File: src/rtl/gray_pkg.sv
// Shared constants and Gray/binary conversion helpers for the Gray counter.
package gray_pkg;
  localparam int WIDTH_DEFAULT = 4;

  function automatic logic [15:0] bin2gray(input logic [15:0] bin);
    return bin ^ (bin >> 1);
  endfunction

  // Ripple XOR from the MSB down; bit i is the parity of g[15:i].
  function automatic logic [15:0] gray2bin(input logic [15:0] g);
    logic [15:0] b;
    b[15] = g[15];
    for (int i = 14; i >= 0; i--) b[i] = b[i+1] ^ g[i];
    return b;
  endfunction
endpackage

File: src/rtl/bin2gray_comb.sv
// Purely combinational WIDTH-wide binary-to-Gray encoder.
module bin2gray_comb
  import gray_pkg::*;
#(
  parameter int WIDTH = WIDTH_DEFAULT
) (
  input  logic [WIDTH-1:0] bin,
  output logic [WIDTH-1:0] gray
);
  assign gray = WIDTH'(bin2gray(16'(bin)));
endmodule

File: src/rtl/gray_counter.sv
// Gray-code up/down counter with synchronous load and one-cycle wrap pulse.
// GRAY_COUNTER_SATURATE_EN: saturate at the limits instead of wrapping.
module gray_counter
  import gray_pkg::*;
#(
  parameter int WIDTH = WIDTH_DEFAULT
) (
  input  logic             clk,
  input  logic             rst_n,
  input  logic             en,
  input  logic             up,
  input  logic             load,
  input  logic [WIDTH-1:0] d,
  output logic [WIDTH-1:0] g,
  output logic [WIDTH-1:0] b_cnt,
  output logic             wrap
);
  logic [WIDTH-1:0] cnt_nxt;
  logic [WIDTH-1:0] g_nxt;
  logic [WIDTH-1:0] step;
  logic             at_lim;
  logic             wrap_nxt;

  assign at_lim = up ? (&b_cnt) : (b_cnt == '0);
  assign step   = up ? (b_cnt + WIDTH'(1)) : (b_cnt - WIDTH'(1));

  always_comb begin
    cnt_nxt  = b_cnt;
    wrap_nxt = 1'b0;
    if (load) begin
      cnt_nxt = d;
    end else if (en) begin
      wrap_nxt = at_lim;
`ifdef GRAY_COUNTER_SATURATE_EN
      cnt_nxt  = at_lim ? b_cnt : step;
`else
      cnt_nxt  = step;
`endif
    end
  end

  // Encode the next-state value so g and b_cnt always agree in the same cycle.
  bin2gray_comb #(.WIDTH(WIDTH)) u_enc (
    .bin  (cnt_nxt),
    .gray (g_nxt)
  );

  always_ff @(posedge clk or negedge rst_n) begin
    if (!rst_n) begin
      b_cnt <= '0;
      g     <= '0;
      wrap  <= 1'b0;
    end else begin
      b_cnt <= cnt_nxt;
      g     <= g_nxt;
      wrap  <= wrap_nxt;
    end
  end
endmodule
File: config.mk
export PLATFORM = sky130hd
export DESIGN_NAME = gray_counter
export DESIGN_NICKNAME = d
export VERILOG_FILES = /design/src/rtl/gray_pkg.sv /design/src/rtl/bin2gray_comb.sv /design/src/rtl/gray_counter.sv
export SDC_FILE = /design/constraint.sdc
export NUM_CORES = 1
export LEC_CHECK = 0
export CELL_PAD_IN_SITES_DETAIL_PLACEMENT = 1
export CELL_PAD_IN_SITES_GLOBAL_PLACEMENT = 1
export CORE_AREA = 2 2 39 41
export CTS_BUF_LIST = sky130_fd_sc_hd__clkbuf_16
export CTS_CLUSTER_SIZE = 24
export DETAILED_ROUTE_END_ITERATION = 12
export DIE_AREA = 0 0 41 43
export DONT_BUFFER_PORTS = 1
export MAX_ROUTING_LAYER = met4
export PLACE_DENSITY_LB_ADDON = 0.12
export SYNTH_ARGS = -nofsm -noshare
export SYNTH_HDL_FRONTEND = slang
export SYNTH_SLANG_ARGS = --single-unit
File: constraint.sdc
create_clock -name clk -period 1.85 [get_ports clk]
set_clock_uncertainty 0.1 [all_clocks]
set_input_delay 0.37 -clock clk [delete_from_list [all_inputs] [get_ports clk]]
set_output_delay 0.37 -clock clk [all_outputs]
set_load 0.03 [all_outputs]
==> impl_metrics.json, run 1 <==
{
  "ir_drop_uv": 948.5,
  "dp_hpwl_um": 815.1,
  "arrival_ns": 1.74,
  "ys_ff_latch": 8,
  "yosys_most_used_dff": "dfrtp_1",
  "cts_made_buffers": 3,
  "drt_iter0_markers": 3,
  "cts_tree": "built",
  "postSynth.asyncResetShare": 1.000,
  "ctsHtreeMaxLevel": 1,
  "rows": 14,
  "synth-edff-count": 0,
  "p_seq_frac": 0.335,
  "clock_latency_ns": 0.23,
  "ant_nets": 0,
  "drc": 0,
  "yosysTopAreaCell": "dfrtp_1",
  "post_cts_buffers": 0,
  "avgRoutedWirePerCell_um": 15.05,
  "grt_max_degree": 10,
  "n_fill_cell": 156,
  "num_vias": 341,
  "grt_pass1_wl_mm": 1.607,
  "syn-num-nets": 54,
  "worst_setup_path_start_kind": "flip-flop",
  "grt_pass1_vias": 392,
  "yosys_warnings": 0,
  "vias_per_cell": 5.167,
  "dieWidth_um": 41,
  "area_delta_synth_final_pct": 33.70,
  "synth_commonest_cells": "8 x dfrtp_1, 4 x nor2_1, 4 x xnor2_1",
  "period_minus_slack_ns": 1.736,
  "gp_congestion": 0.6715,
  "final_cells": 66,
  "yosysTopAreaCellShare": 0.4420,
  "ys_seq_area_frac": 0.4420,
  "syn_inst": 42,
  "drt_wl_total_um": 993,
  "critPathKind": "flip-flop to flip-flop",
  "layout-drive-gt1-share": 0.2600,
  "clk_pin_slew_ns": 0.04,
  "grt_overflow": 0,
  "drv_slew": 0,
  "ys_top_cells_by_area": "dfrtp_1 44%, xnor2_1 7.7%, ha_1 5.5%",
  "final_nets": 63,
  "finalCritPeriodShare": 0.9381,
  "cap_viol_max_count": 0,
  "max_freq_ghz": 0.5762,
  "io_buffer_count": 0,
  "cts.sinks": 8,
  "grt_usage": 0.1445,
  "critPathRequiredTime_ns": 1.86,
  "setup_viol": 0,
  "final_util": 0.4376,
  "intPower_uw": 576.2,
  "combPwrFrac": 0.231,
  "p_leak_nw": 0.2769,
  "rsz0062_at_grt": "false",
  "yosysMostFrequentCell": "dfrtp_1",
  "die-height_um": 43,
  "place_inst": 61,
  "clockPowerShare": 0.434,
  "hold_viol": 0,
  "tightest_slew_ns": 0.3472,
  "cts-root-buf": "clkbuf_16",
  "io_pins": 18,
  "firstDrtPassIters": 2,
  "powerDensity_nw_per_um2": 1376,
  "switching_share": 0.3088,
  "p_switching_uw": 257.4,
  "worstSetupEndpointType": "flip-flop",
  "avgSynthCellArea_um2": 10.78,
  "hold_class": "primary input to flip-flop",
  "ys_types": 22,
  "dieArea_um2": 1763,
  "status": "complete, no violations",
  "syn-cell-area_um2": 452.9,
  "slew-limit-headroom": 0.7678,
  "crit_path_max_fanout": 3,
  "clock_path_buffers": 2,
  "antenna_cells": 0,
  "antenna_found_initial": 0,
  "start_util": 0.3273,
  "core_area_um2": 1384
}
[power by group through the flow]
stage	Sequential (mW)	Combinational (mW)	Clock [mW]
floorplan	0.308	0.101	0
global placement	0.282	0.171	0
detailed placement	0.281	0.178	0
CTS	0.279	0.185	0.370
global route	0.284	0.210	0.387
finish	0.279	0.192	0.362
[sequential cells by signal, indices dropped and copies added (netlist names)]
name / flops
b_cnt: 4
g: 3
wrap: 1
[repair_timing]
| action | CTS | global route |
|---|---|---|
| hold buffers | 1 | 0 |
| resized for setup | 0 | 3 |
| setup endpoints to repair | 0 | 2 |
| hold endpoints to repair | 8 | 0 |
[cell type report]
cell class / count / area, um^2 / share of cell area
sequential: 8 / 201.4 / 0.3326
timing repair buffer: 6 / 47.55 / 0.07851
clock buffer: 3 / 75.07 / 0.1240
clock inverter: 1 / 3.754 / 0.006198
multi-input combinational: 30 / 250.2 / 0.4132
tap: 16 / 20.02 / 0.03306
inverter: 2 / 7.507 / 0.01240
[cells by family after synthesis]
kind of cell | count (synthesis) | share of synthesized area
AO/OA/AOI/OAI | 7 | 0.09392
AND/OR/NAND/NOR | 12 | 0.1547
flip-flops | 8 | 0.4420
adder cells (fa/ha/maj) | 3 | 0.09944
buffers and inverters | 4 | 0.04972
XOR/XNOR | 6 | 0.1160
multiplexers | 2 | 0.04420
[per-stage QoR]
step	setup slack, ns	hold slack (ns)	TNS (ns)	total power [mW]	instance area, um^2
after detailed placement	-0.02838	-0.02545	-0.02838	0.4592	496.7
after CTS	0.03166	0.2390	0	0.8336	585.6
after global placement	0.03273	-0.02543	0	0.4524	496.7
after global routing	0.05758	0.1682	0	0.8812	605.6
final	0.1144	0.1667	0	0.8335	605.6
after floorplan	0.02893	-0.02559	0	0.4099	454.2
[routing by layer]
| metal | wire length (um) | share of wire | track usage | vias up |
|---|---|---|---|---|
| met5 | 0 | 0 | - | - |
| met2 | 566 | 0.57 | 0.2375 | 12 |
| met1 | 365 | 0.37 | 0.1395 | 166 |
| li1 | - | - | - | 161 |
| met3 | 49 | 0.049 | 0.06806 | 2 |
| met4 | 12 | 0.012 | 0.05333 | 0 |
[path summary, 6_finish.rpt]
path	from	endpoint	slack [ns]	depth (start not counted)
setup / recovery	b_cnt[2]	g[2]	0.11	5
hold / removal	load	b_cnt[2]	0.17	1
setup reg to reg	b_cnt[2]	g[2]	0.11	5
hold reg to reg	b_cnt[3]	wrap	0.56	2
max in group asynchronous	rst_n	b_cnt[2]	0.99	1
min in group asynchronous	rst_n	wrap	0.38	1
[worst max-delay path, cell delays in order (launching register included)]
cell	delay, ns
dfrtp_2	0.42
ha_4	0.29
nand3_1	0.11
and4b_1	0.19
or3_4	0.37
xor2_1	0.14
[layout by cell type (no fill, tap or decap), drive strengths merged]
cell type / instances
and3: 1
and4b: 1
buf: 5
nor2: 4
inv: 3
ha: 2
xor2: 2
or3: 1
clkbuf: 3
a31oi: 1
fa: 1
nand2: 2
xnor2: 4
dfrtp: 8
a21oi: 2
o21ai: 2
nand3: 1
dlygate4sd3: 1
a22o: 1
or2b: 1
mux2i: 2
or4: 1
a211oi: 1
Note: power is estimated with default switching activity, not from simulation.
==> inputs of run 2 (changes only) <==
--- a/config.mk
+++ b/config.mk
@@ -5,7 +5,7 @@
 export SDC_FILE = /design/constraint.sdc
 export NUM_CORES = 1
 export LEC_CHECK = 0
-export CELL_PAD_IN_SITES_DETAIL_PLACEMENT = 1
+export CELL_PAD_IN_SITES_DETAIL_PLACEMENT = 0
 export CELL_PAD_IN_SITES_GLOBAL_PLACEMENT = 1
 export CORE_AREA = 2 2 39 41
 export CTS_BUF_LIST = sky130_fd_sc_hd__clkbuf_16
==> impl_metrics.json, run 2 (synthesized netlist as in run 1, its figures left out) <==
{
  "largest_reg_flops": 4,
  "firstDrtPassIters": 2,
  "slowest_stage": "dfrtp_2",
  "hold_class": "primary input to flip-flop",
  "max_freq_ghz": 0.5763,
  "slew-limit-headroom": 0.7652,
  "tightest_slew_ns": 0.3511,
  "p_leak_nw": 0.2755,
  "cts_tree": "built",
  "hold_viol": 0,
  "worstPathCellList": "ha_4 -> nand3_1 -> and4b_1 -> or3_4 -> xor2_1",
  "final_nets": 63,
  "gp_congestion": 0.6715,
  "dieArea_um2": 1763,
  "clock_path_buffers": 2,
  "num_vias": 339,
  "layout-drive-gt1-share": 0.2400,
  "critPathKind": "flip-flop to flip-flop",
  "multi_input_area_um2": 246.5,
  "ir_drop_uv": 903.7,
  "drc": 0,
  "top_regs": "b_cnt (4), g (3), wrap (1)",
  "vias_per_cell": 5.136,
  "crit_path_max_fanout": 3,
  "tns_ns": 0,
  "cts_made_buffers": 3,
  "max_stage_delay_ns": 0.42,
  "ant_nets": 0,
  "finalPower_uw": 837.8,
  "dp_hpwl_um": 762.9,
  "drt_iter0_markers": 2,
  "final_cell_mix": "7 x dfrtp_1, 5 x buf_4, 4 x nor2_1, 4 x xnor2_1",
  "grt_pass1_vias": 349,
  "status": "complete, no violations",
  "clk_pin_slew_ns": 0.04,
  "finalWorstSetupSlack_ns": 0.1148,
  "core_area_um2": 1384,
  "avgRoutedWirePerCell_um": 14.79,
  "rsz0062_at_grt": "false",
  "finalCritPeriodShare": 0.9380,
  "die-height_um": 43,
  "grt_usage": 0.1383,
  "ctsHtreeMaxLevel": 1,
  "io_pins": 18,
  "drv_slew": 0,
  "io_buffer_count": 0,
  "largest-register": "b_cnt",
  "start_util": 0.3273,
  "rows": 14,
  "powerDensity_nw_per_um2": 1392,
  "antenna_found_initial": 0,
  "final_common_cell": "dfrtp_1",
  "worstSetupEndpointType": "flip-flop",
  "cts.sinks": 8,
  "seqCellArea_um2": 201.4,
  "worst_setup_path_start_kind": "flip-flop",
  "post-place-ws_ns": -0.01734,
  "area_delta_synth_final_pct": 32.87,
  "period_minus_slack_ns": 1.735,
  "grt_pass1_wl_mm": 1.490,
  "clock_latency_ns": 0.24,
  "setup_viol": 0,
  "grt_overflow": 0,
  "grt_max_degree": 10,
  "n_fill_cell": 132,
  "critPathRequiredTime_ns": 1.86,
  "dieWidth_um": 41,
  "antenna_cells": 0,
  "cts-root-buf": "clkbuf_16",
  "arrival_ns": 1.74,
  "drt_wl_total_um": 976,
  "cap_viol_max_count": 0
}
-- run 2: worst paths after layout --
check,from,end,slack [ns],cells after the start
setup reg to reg,b_cnt[2],g[2],0.11,5
hold reg to reg,b_cnt[3],wrap,0.59,2
min in group asynchronous,rst_n,wrap,0.38,1
hold / removal,load,b_cnt[2],0.22,1
max in group asynchronous,rst_n,b_cnt[2],0.99,1
setup / recovery,b_cnt[2],g[2],0.11,5
-- run 2: where the power goes --
part,internal [mW],total [mW],switching (mW)
Clock,0.282,0.370,0.0884
Sequential,0.211,0.280,0.0688
Combinational,0.0830,0.188,0.105
-- run 2: metrics by stage --
stage	hold WS, ns	utilization	cells	area, um^2
6_report	0.2191	0.4349	66	601.8
5_1_grt	0.2396	0.4349	66	601.8
4_1_cts	0.2275	0.4231	66	585.6
3_5_place_dp	-0.02545	0.3590	61	496.7
3_3_place_gp	-0.02543	0.3590	61	496.7
2_1_floorplan	-0.02559	-	42	454.2
-- run 2: worst max-delay path: cells and delay by family, from the launching register on --
kind / cells / cell delay, ns
simple gates: 3 / 0.66
flops: 1 / 0.42
fa+ha+maj: 1 / 0.29
xor+xnor: 1 / 0.14
-- run 2: repair_timing --
action                                 in CTS  in global routing
resized for setup                           0                  2
hold buffers                                1                  0
setup buffers                               0                  0
setup endpoints to repair                   0                  1
endpoints found under the hold margin       8                  0
-- run 2: area by class of cell --
class / instances / area share
flip-flops and latches: 8 / 0.3347
multi-input cells: 30 / 0.4096
repair buffers: 6 / 0.07900
clock inverters: 1 / 0.006237
well taps: 16 / 0.03326
inverters: 2 / 0.01247
clock buffers: 3 / 0.1247
-- run 2: per-layer routing --
metal  global-route usage  routed length [um]  up-vias
li1                     -                   -      162
met1               0.1329                 377      160
met2               0.2125                 532       15
met3              0.08377                  57        2
met4              0.06000                   8        0
met5                    -                   0        -
